## src/rtl/ttl_pkg.sv

```systemverilog
// rtl/ttl_pkg.sv - shared types and timing constants for the TTL check scheduler
//
// Purpose: scan state encoding, default line count and the checker timing
// constants that bound the minimum per-phase dwell.
// Ports: none (package).

package ttl_pkg;

  typedef enum logic [2:0] {
    ST_IDLE,
    ST_POS,
    ST_NEG,
    ST_EVAL,
    ST_REPORT
  } state_e;

  localparam int N_LINES_DEF   = 8;

  // Checker-side timing, in clk_fpga cycles.
  localparam int MIN_CNT       = 40;
  localparam int WATCHDOG_TIME = 144;

  // Shortest dwell that lets a checker's watchdog expire with margin.
  localparam int DWELL_MIN     = 160;

endpackage

```

## src/rtl/ttl_fault_filter.sv

```systemverilog
// rtl/ttl_fault_filter.sv - per-line debounce of scan failures into a sticky fault
//
// Purpose: counts consecutive failed scans for one line; the fault flag sets
// once the count reaches FAULT_THRESH and clears on the first passing or
// masked scan.
// Ports:
//   clk_fpga  in   system clock
//   rst       in   synchronous active-high reset
//   eval_en   in   one-cycle strobe: fold this scan's result in
//   ok        in   line passed both phases this scan (already masked)
//   mask      in   line excluded from checking
//   fault     out  registered debounced fault flag

module ttl_fault_filter
  import ttl_pkg::*;
#(
  parameter int FAULT_THRESH = 3
) (
  input  logic clk_fpga,
  input  logic rst,
  input  logic eval_en,
  input  logic ok,
  input  logic mask,
  output logic fault
);

  localparam int            CW      = $clog2(FAULT_THRESH + 1);
  localparam logic [CW-1:0] CNT_MAX = CW'(FAULT_THRESH);

  logic [CW-1:0] fail_cnt_q, fail_cnt_d, fail_cnt_inc;
  logic          fault_q, fault_d;

  always_comb begin
    fail_cnt_inc = (fail_cnt_q == CNT_MAX) ? CNT_MAX : fail_cnt_q + CW'(1);
    fail_cnt_d   = fail_cnt_q;
    fault_d      = fault_q;
    if (eval_en) begin
      if (mask || ok) begin
        fail_cnt_d = '0;
        fault_d    = 1'b0;
      end else begin
        fail_cnt_d = fail_cnt_inc;
        // Saturation keeps the count at the threshold, so the flag stays set.
        fault_d    = (fail_cnt_inc == CNT_MAX);
      end
    end
  end

  always_ff @(posedge clk_fpga) begin
    if (rst) begin
      fail_cnt_q <= '0;
      fault_q    <= 1'b0;
    end else begin
      fail_cnt_q <= fail_cnt_d;
      fault_q    <= fault_d;
    end
  end

  assign fault = fault_q;

endmodule

```

## src/rtl/ttl_check_scheduler.sv

```systemverilog
// rtl/ttl_check_scheduler.sv - sequences TTL line checkers and reports one result per scan
//
// Purpose: per scan, selects the positive phase then the negative phase on all
// checkers, dwells DWELL_CYCLES in each, samples their status, debounces
// failures and offers a report over a valid/ready handshake.
// Ports:
//   clk_fpga        in   100 MHz system clock
//   rst             in   synchronous active-high reset
//   enable          in   scan continuously while 1
//   line_mask       in   [N_LINES]     1 = line excluded
//   branch_channel  out  [N_LINES]     phase select (all bits equal)
//   data_1          in   [N_LINES]     positive-phase checker status
//   data_0          in   [N_LINES]     negative-phase checker status
//   report_valid    out  report payload valid
//   report_ready    in   consumer accepts when valid & ready
//   report_ok       out  [N_LINES]     line passed both phases this scan
//   report_fault    out  [N_LINES]     debounced sticky fault flags
//   scan_cnt        out  [SCAN_CNT_W]  accepted scans, wrapping
//   busy            out  1 in any state other than idle

module ttl_check_scheduler
  import ttl_pkg::*;
#(
  parameter int N_LINES      = N_LINES_DEF,
  parameter int DWELL_CYCLES = 400,
  parameter int FAULT_THRESH = 3,
  parameter int SCAN_CNT_W   = 16
) (
  input  logic                  clk_fpga,
  input  logic                  rst,
  input  logic                  enable,
  input  logic [N_LINES-1:0]    line_mask,
  output logic [N_LINES-1:0]    branch_channel,
  input  logic [N_LINES-1:0]    data_1,
  input  logic [N_LINES-1:0]    data_0,
  output logic                  report_valid,
  input  logic                  report_ready,
  output logic [N_LINES-1:0]    report_ok,
  output logic [N_LINES-1:0]    report_fault,
  output logic [SCAN_CNT_W-1:0] scan_cnt,
  output logic                  busy
);

  localparam int            DW         = $clog2(DWELL_CYCLES);
  localparam logic [DW-1:0] DWELL_LOAD = DW'(DWELL_CYCLES - 1);

  if (DWELL_CYCLES < DWELL_MIN || DWELL_MIN <= WATCHDOG_TIME || WATCHDOG_TIME <= MIN_CNT) begin : g_dwell_check
    $error("DWELL_CYCLES too short for checker watchdog to settle");
  end

  state_e                  state_q, state_d;
  logic [DW-1:0]           dwell_q, dwell_d;
  logic [N_LINES-1:0]      pos_ok_q, pos_ok_d;
  logic [N_LINES-1:0]      neg_ok_q, neg_ok_d;
  logic [N_LINES-1:0]      branch_q, branch_d;
  logic                    valid_q, valid_d;
  logic [N_LINES-1:0]      ok_q, ok_d;
  logic [SCAN_CNT_W-1:0]   cnt_q, cnt_d;
  logic                    busy_q, busy_d;
  logic                    eval_en;
  logic [N_LINES-1:0]      ok_vec;
  logic [N_LINES-1:0]      fault_vec;

  always_comb begin
    state_d  = state_q;
    dwell_d  = dwell_q;
    pos_ok_d = pos_ok_q;
    neg_ok_d = neg_ok_q;
    valid_d  = valid_q;
    ok_d     = ok_q;
    cnt_d    = cnt_q;
    eval_en  = 1'b0;
    ok_vec   = pos_ok_q & neg_ok_q & ~line_mask;

    case (state_q)
      ST_IDLE: begin
        if (enable) begin
          state_d = ST_POS;
          dwell_d = DWELL_LOAD;
        end
      end
      ST_POS: begin
        if (dwell_q == '0) begin
          pos_ok_d = data_1;
          state_d  = ST_NEG;
          dwell_d  = DWELL_LOAD;
        end else begin
          dwell_d = dwell_q - DW'(1);
        end
      end
      ST_NEG: begin
        if (dwell_q == '0) begin
          neg_ok_d = data_0;
          state_d  = ST_EVAL;
        end else begin
          dwell_d = dwell_q - DW'(1);
        end
      end
      ST_EVAL: begin
        eval_en = 1'b1;
        ok_d    = ok_vec;
        valid_d = 1'b1;
        state_d = ST_REPORT;
      end
      ST_REPORT: begin
        // The next scan cannot start until the pending report is taken.
        if (report_ready) begin
          valid_d = 1'b0;
          cnt_d   = cnt_q + SCAN_CNT_W'(1);
          if (enable) begin
            state_d = ST_POS;
            dwell_d = DWELL_LOAD;
          end else begin
            state_d = ST_IDLE;
          end
        end
      end
      default: state_d = ST_IDLE;
    endcase

    // Outputs are registered from the next state so they line up with it.
    branch_d = (state_d == ST_POS) ? '1 : '0;
    busy_d   = (state_d != ST_IDLE);
  end

  always_ff @(posedge clk_fpga) begin
    if (rst) begin
      state_q  <= ST_IDLE;
      dwell_q  <= '0;
      pos_ok_q <= '0;
      neg_ok_q <= '0;
      branch_q <= '0;
      valid_q  <= 1'b0;
      ok_q     <= '0;
      cnt_q    <= '0;
      busy_q   <= 1'b0;
    end else begin
      state_q  <= state_d;
      dwell_q  <= dwell_d;
      pos_ok_q <= pos_ok_d;
      neg_ok_q <= neg_ok_d;
      branch_q <= branch_d;
      valid_q  <= valid_d;
      ok_q     <= ok_d;
      cnt_q    <= cnt_d;
      busy_q   <= busy_d;
    end
  end

  for (genvar i = 0; i < N_LINES; i++) begin : g_filter
    ttl_fault_filter #(
      .FAULT_THRESH(FAULT_THRESH)
    ) u_filter (
      .clk_fpga(clk_fpga),
      .rst     (rst),
      .eval_en (eval_en),
      .ok      (ok_vec[i]),
      .mask    (line_mask[i]),
      .fault   (fault_vec[i])
    );
  end

  assign branch_channel = branch_q;
  assign report_valid   = valid_q;
  assign report_ok      = ok_q;
  assign report_fault   = fault_vec;
  assign scan_cnt       = cnt_q;
  assign busy           = busy_q;

endmodule
```

## config.mk

```make
export PLATFORM = sky130hd
export DESIGN_NAME = ttl_check_scheduler
export DESIGN_NICKNAME = d
export VERILOG_FILES = /design/src/rtl/ttl_pkg.sv /design/src/rtl/ttl_fault_filter.sv /design/src/rtl/ttl_check_scheduler.sv
export SDC_FILE = /design/constraint.sdc
export NUM_CORES = 1
export LEC_CHECK = 0
export BUFFER_PORTS_ARGS = -buffer_cell sky130_fd_sc_hd__buf_2
export CAP_MARGIN = 30
export CORE_ASPECT_RATIO = 1.75
export CORE_MARGIN = 2
export CORE_UTILIZATION = 45
export CTS_CLUSTER_DIAMETER = 30
export CTS_CLUSTER_SIZE = 40
export DETAILED_ROUTE_END_ITERATION = 7
export PLACE_DENSITY_LB_ADDON = 0.25
export SETUP_SLACK_MARGIN = 0.1
export SLEW_MARGIN = 40
export SYNTH_ARGS = -nofsm -noshare
export SYNTH_HDL_FRONTEND = slang
export SYNTH_SLANG_ARGS = --single-unit
```

## constraint.sdc

```tcl
create_clock -name clk_fpga -period 1.85 [get_ports clk_fpga]
set_input_delay 0.185 -clock clk_fpga [delete_from_list [all_inputs] [get_ports clk_fpga]]
set_output_delay 0.185 -clock clk_fpga [all_outputs]
set_load 0.01 [all_outputs]
```

==> impl_metrics.csv <==
group,metric,value,unit
status,status,"finished with violations",
status,violations,"setup timing",
detailed_routing,ant_nets,0,
worst_setup_path,required,2.12,ns
power,p_seq_frac,0.440,
final_layout,area_growth,31.2,%
synthesis,ys_dominant_reg_cell,"dfxtp_1",
clocking,cts_tree,"done",
floorplanning,fp.dieW,69.8,um
power,clkPwrFrac,0.424,
synthesis,synth_warnings,0,
timing,rsz0062_at_grt,"true",
floorplanning,placementRows,42,
timing,hold_viol,0,
timing,worstMarginPinSlew,0.580,ns
power,leakage,1.80,nW
synthesis,syn_avg_cell_area,8.57,um^2
final_layout,utilization,0.599,
final_layout,fin_area,0.00447,mm^2
timing,finClkSkew,0.00727,ns
timing,fmax,0.507,GHz
placed_design,place.gp.congestion,0.812,
global_routing,globalRouteTotalUtil,0.219,
clocking,cts_root_buffer,"clkbuf_16",
power,p_int,3.05,mW
synthesis,synth-async-reset-ratio,0,
placed_design,portBuffers,69,
clocking,clkTransAtPathRegs,0.06,ns
detailed_routing,viasPerCell,5.33,
clocking,clock-sinks,79,
worst_setup_path,cp_max_fo,4,
global_routing,antenna_found_initial,0,
clocking,htreeDepth,3,
floorplanning,start_util,0.457,
synthesis,netlist-cell-type-count,47,
timing,min_period,1.97,ns
global_routing,overflow,0,
timing,fin_crit_sh,1.07,
global_routing,grt_first_pass_wirelength,14.2,mm
timing,setup_tns,-0.765,ns
timing,whs,0.0834,ns
final_layout,final_nets,513,
job,drv_cap,0,
synthesis,ys_seq_elements,79,
power,sw_frac_of_total,0.249,
floorplanning,die_h,119,um
clocking,hold_buffers,0,
clocking,insertion_delay,0.34,ns
placed_design,place_inst,553,
global_routing,first_global_vias,2953,
worst_setup_path,crit_type,"flip-flop to flip-flop",
final_layout,stdcell_count,576,
detailed_routing,routedWlPerCell,15.2,um
placed_design,hpwl,6.30,mm
power,ir_drop,0.630,mV
floorplanning,die_area,0.00832,mm^2
worst_setup_path,end_kind,"flip-flop",
synthesis,synth_nets,428,
synthesis,synth_enable_flop_cells,0,
power,p_comb_frac,0.136,
timing,maxSlewHeadroom,0.614,
synthesis,syn_area,0.00341,mm^2
clocking,cts_buffers,9,
synthesis,synth-seq-area-share,0.464,
power,switchingPower,1.01,mW
synthesis,synthCells,398,
detailed_routing,drcViolationCount,0,
floorplanning,pin_count,70,
floorplanning,core_area,0.00746,mm^2
global_routing,grt_start_max_net_pins,30,
power,cellPowerDensity,909,mW/mm^2
timing,setup_viol,18,
worst_setup_path,cp-start-kind,"flip-flop",
placed_design,place_area,0.00397,mm^2
placed_design,pre_cts_ws,-0.158,ns
final_layout,drive_above_1_share,0.330,
worst_setup_path,crit_arrival,2.25,ns
detailed_routing,dr_total_vias,3068,
clocking,clk_path_buf_depth,2,
min_path,hold_class,"input pin to flip-flop",
detailed_routing,drtIter0Drc,127,
power,power.total,4.07,mW
timing,timing.final.ws_setup,-0.124,ns
detailed_routing,dr.pass1.iters,4,
final_layout,antenna_cells,0,
timing,drv_slew,0,
detailed_routing,routed_wl,8.76,mm
[worst max-delay path: stages (launching register included)]
cell and delay, ns:
dfxtp_2 0.32, inv_2 0.06, ha_4 0.13, or3b_4 0.40
or3_4 0.35, or4_4 0.49, a21oi_2 0.15
[timing repair]
| item | in CTS | in global routing |
|---|---|---|
| pin swaps | 16 | 8 |
| setup buffers | 3 | 4 |
| setup endpoints to repair | 29 | 34 |
| gates resized for setup | 19 | 15 |
[power by group through the flow]
| stage | Combinational, mW | Sequential, mW | Clock [mW] |
|---|---|---|---|
| 6_report | 0.554 | 1.79 | 1.72 |
| 2_1_floorplan | 0.294 | 1.82 | 0 |
| 4_1_cts | 0.521 | 1.79 | 1.75 |
| 3_5_place_dp | 0.461 | 1.82 | 0 |
| 3_3_place_gp | 0.450 | 1.82 | 0 |
| 5_1_grt | 0.601 | 1.79 | 1.83 |
[cells in the final DEF, fill, tap and decap left out, types with 5 or more instances in the layout]
cell type / count
a21oi_1: 45
buf_4: 34
clkinv_2: 5
buf_2: 69
nand2_1: 33
mux2i_1: 15
nand2b_1: 9
clkbuf_16: 9
buf_6: 5
nand3_1: 22
nor2_1: 58
xor2_1: 11
xnor2_1: 6
nor3_1: 19
dfxtp_1: 76
[sequential cells by signal, indices dropped and copies added, names as in the netlist]
register and flops:
branch_channel 1, busy 1, dwell_q 9, g_filter.u_filter.fail_cnt_q 16, g_filter.u_filter.fault 8, neg_ok_q 8
pos_ok_q 8, report_ok 8, report_valid 1, scan_cnt 16, state_q 3
[worst paths after layout]
check / from / slack, ns / cells after the start / end
worst max-delay path: dwell_q[0] / -0.12 / 6 / dwell_q[6]
worst min-delay path: data_0[3] / 0.08 / 3 / neg_ok_q[3]
worst max register to register: dwell_q[0] / -0.12 / 6 / dwell_q[6]
worst min register to register: g_filter[3].u_filter.fault / 0.45 / 2 / g_filter[3].u_filter.fault
[synthesized netlist by cell type, types with 4 or more instances]
master    number  area share
nand2_1       33       0.036
nor2_1        59       0.065
a21oi_1       47       0.069
inv_1          4      0.0044
mux2i_1       16       0.047
nand2b_1       9       0.017
xor2_1        11       0.028
clkbuf_1      16       0.018
nand3_1       24       0.035
nor3_1        20       0.029
and3_1         4      0.0073
buf_4         17       0.037
o31ai_1        4      0.0088
dfxtp_1       79        0.46
xnor2_1        6       0.015
[cells by family after synthesis]
| family | share of synthesized area |
|---|---|
| adder cells (fa/ha/maj) | 0.00734 |
| AO/OA/AOI/OAI | 0.119 |
| AND/OR/NAND/NOR | 0.254 |
| buffers and inverters | 0.0657 |
| multiplexers | 0.0470 |
| flip-flops | 0.464 |
| XOR/XNOR | 0.0437 |
[per-layer routing]
metal | up-vias | routed length (um) | track usage
met5 | - | 0 | 0
met4 | 0 | 382 | 0.129
met3 | 25 | 381 | 0.0592
met2 | 73 | 4630 | 0.387
met1 | 1439 | 3370 | 0.229
li1 | 1531 | - | -
[cell type report]
cell class,count,area (um^2)
clock buffer,9,225
clock inverter,7,63.8
fill,675,2990
inverter,5,18.8
multi-input combinational,277,1760
sequential,79,1590
tap,88,110
timing repair buffer,111,712
Power figures use the tool's default switching activity.
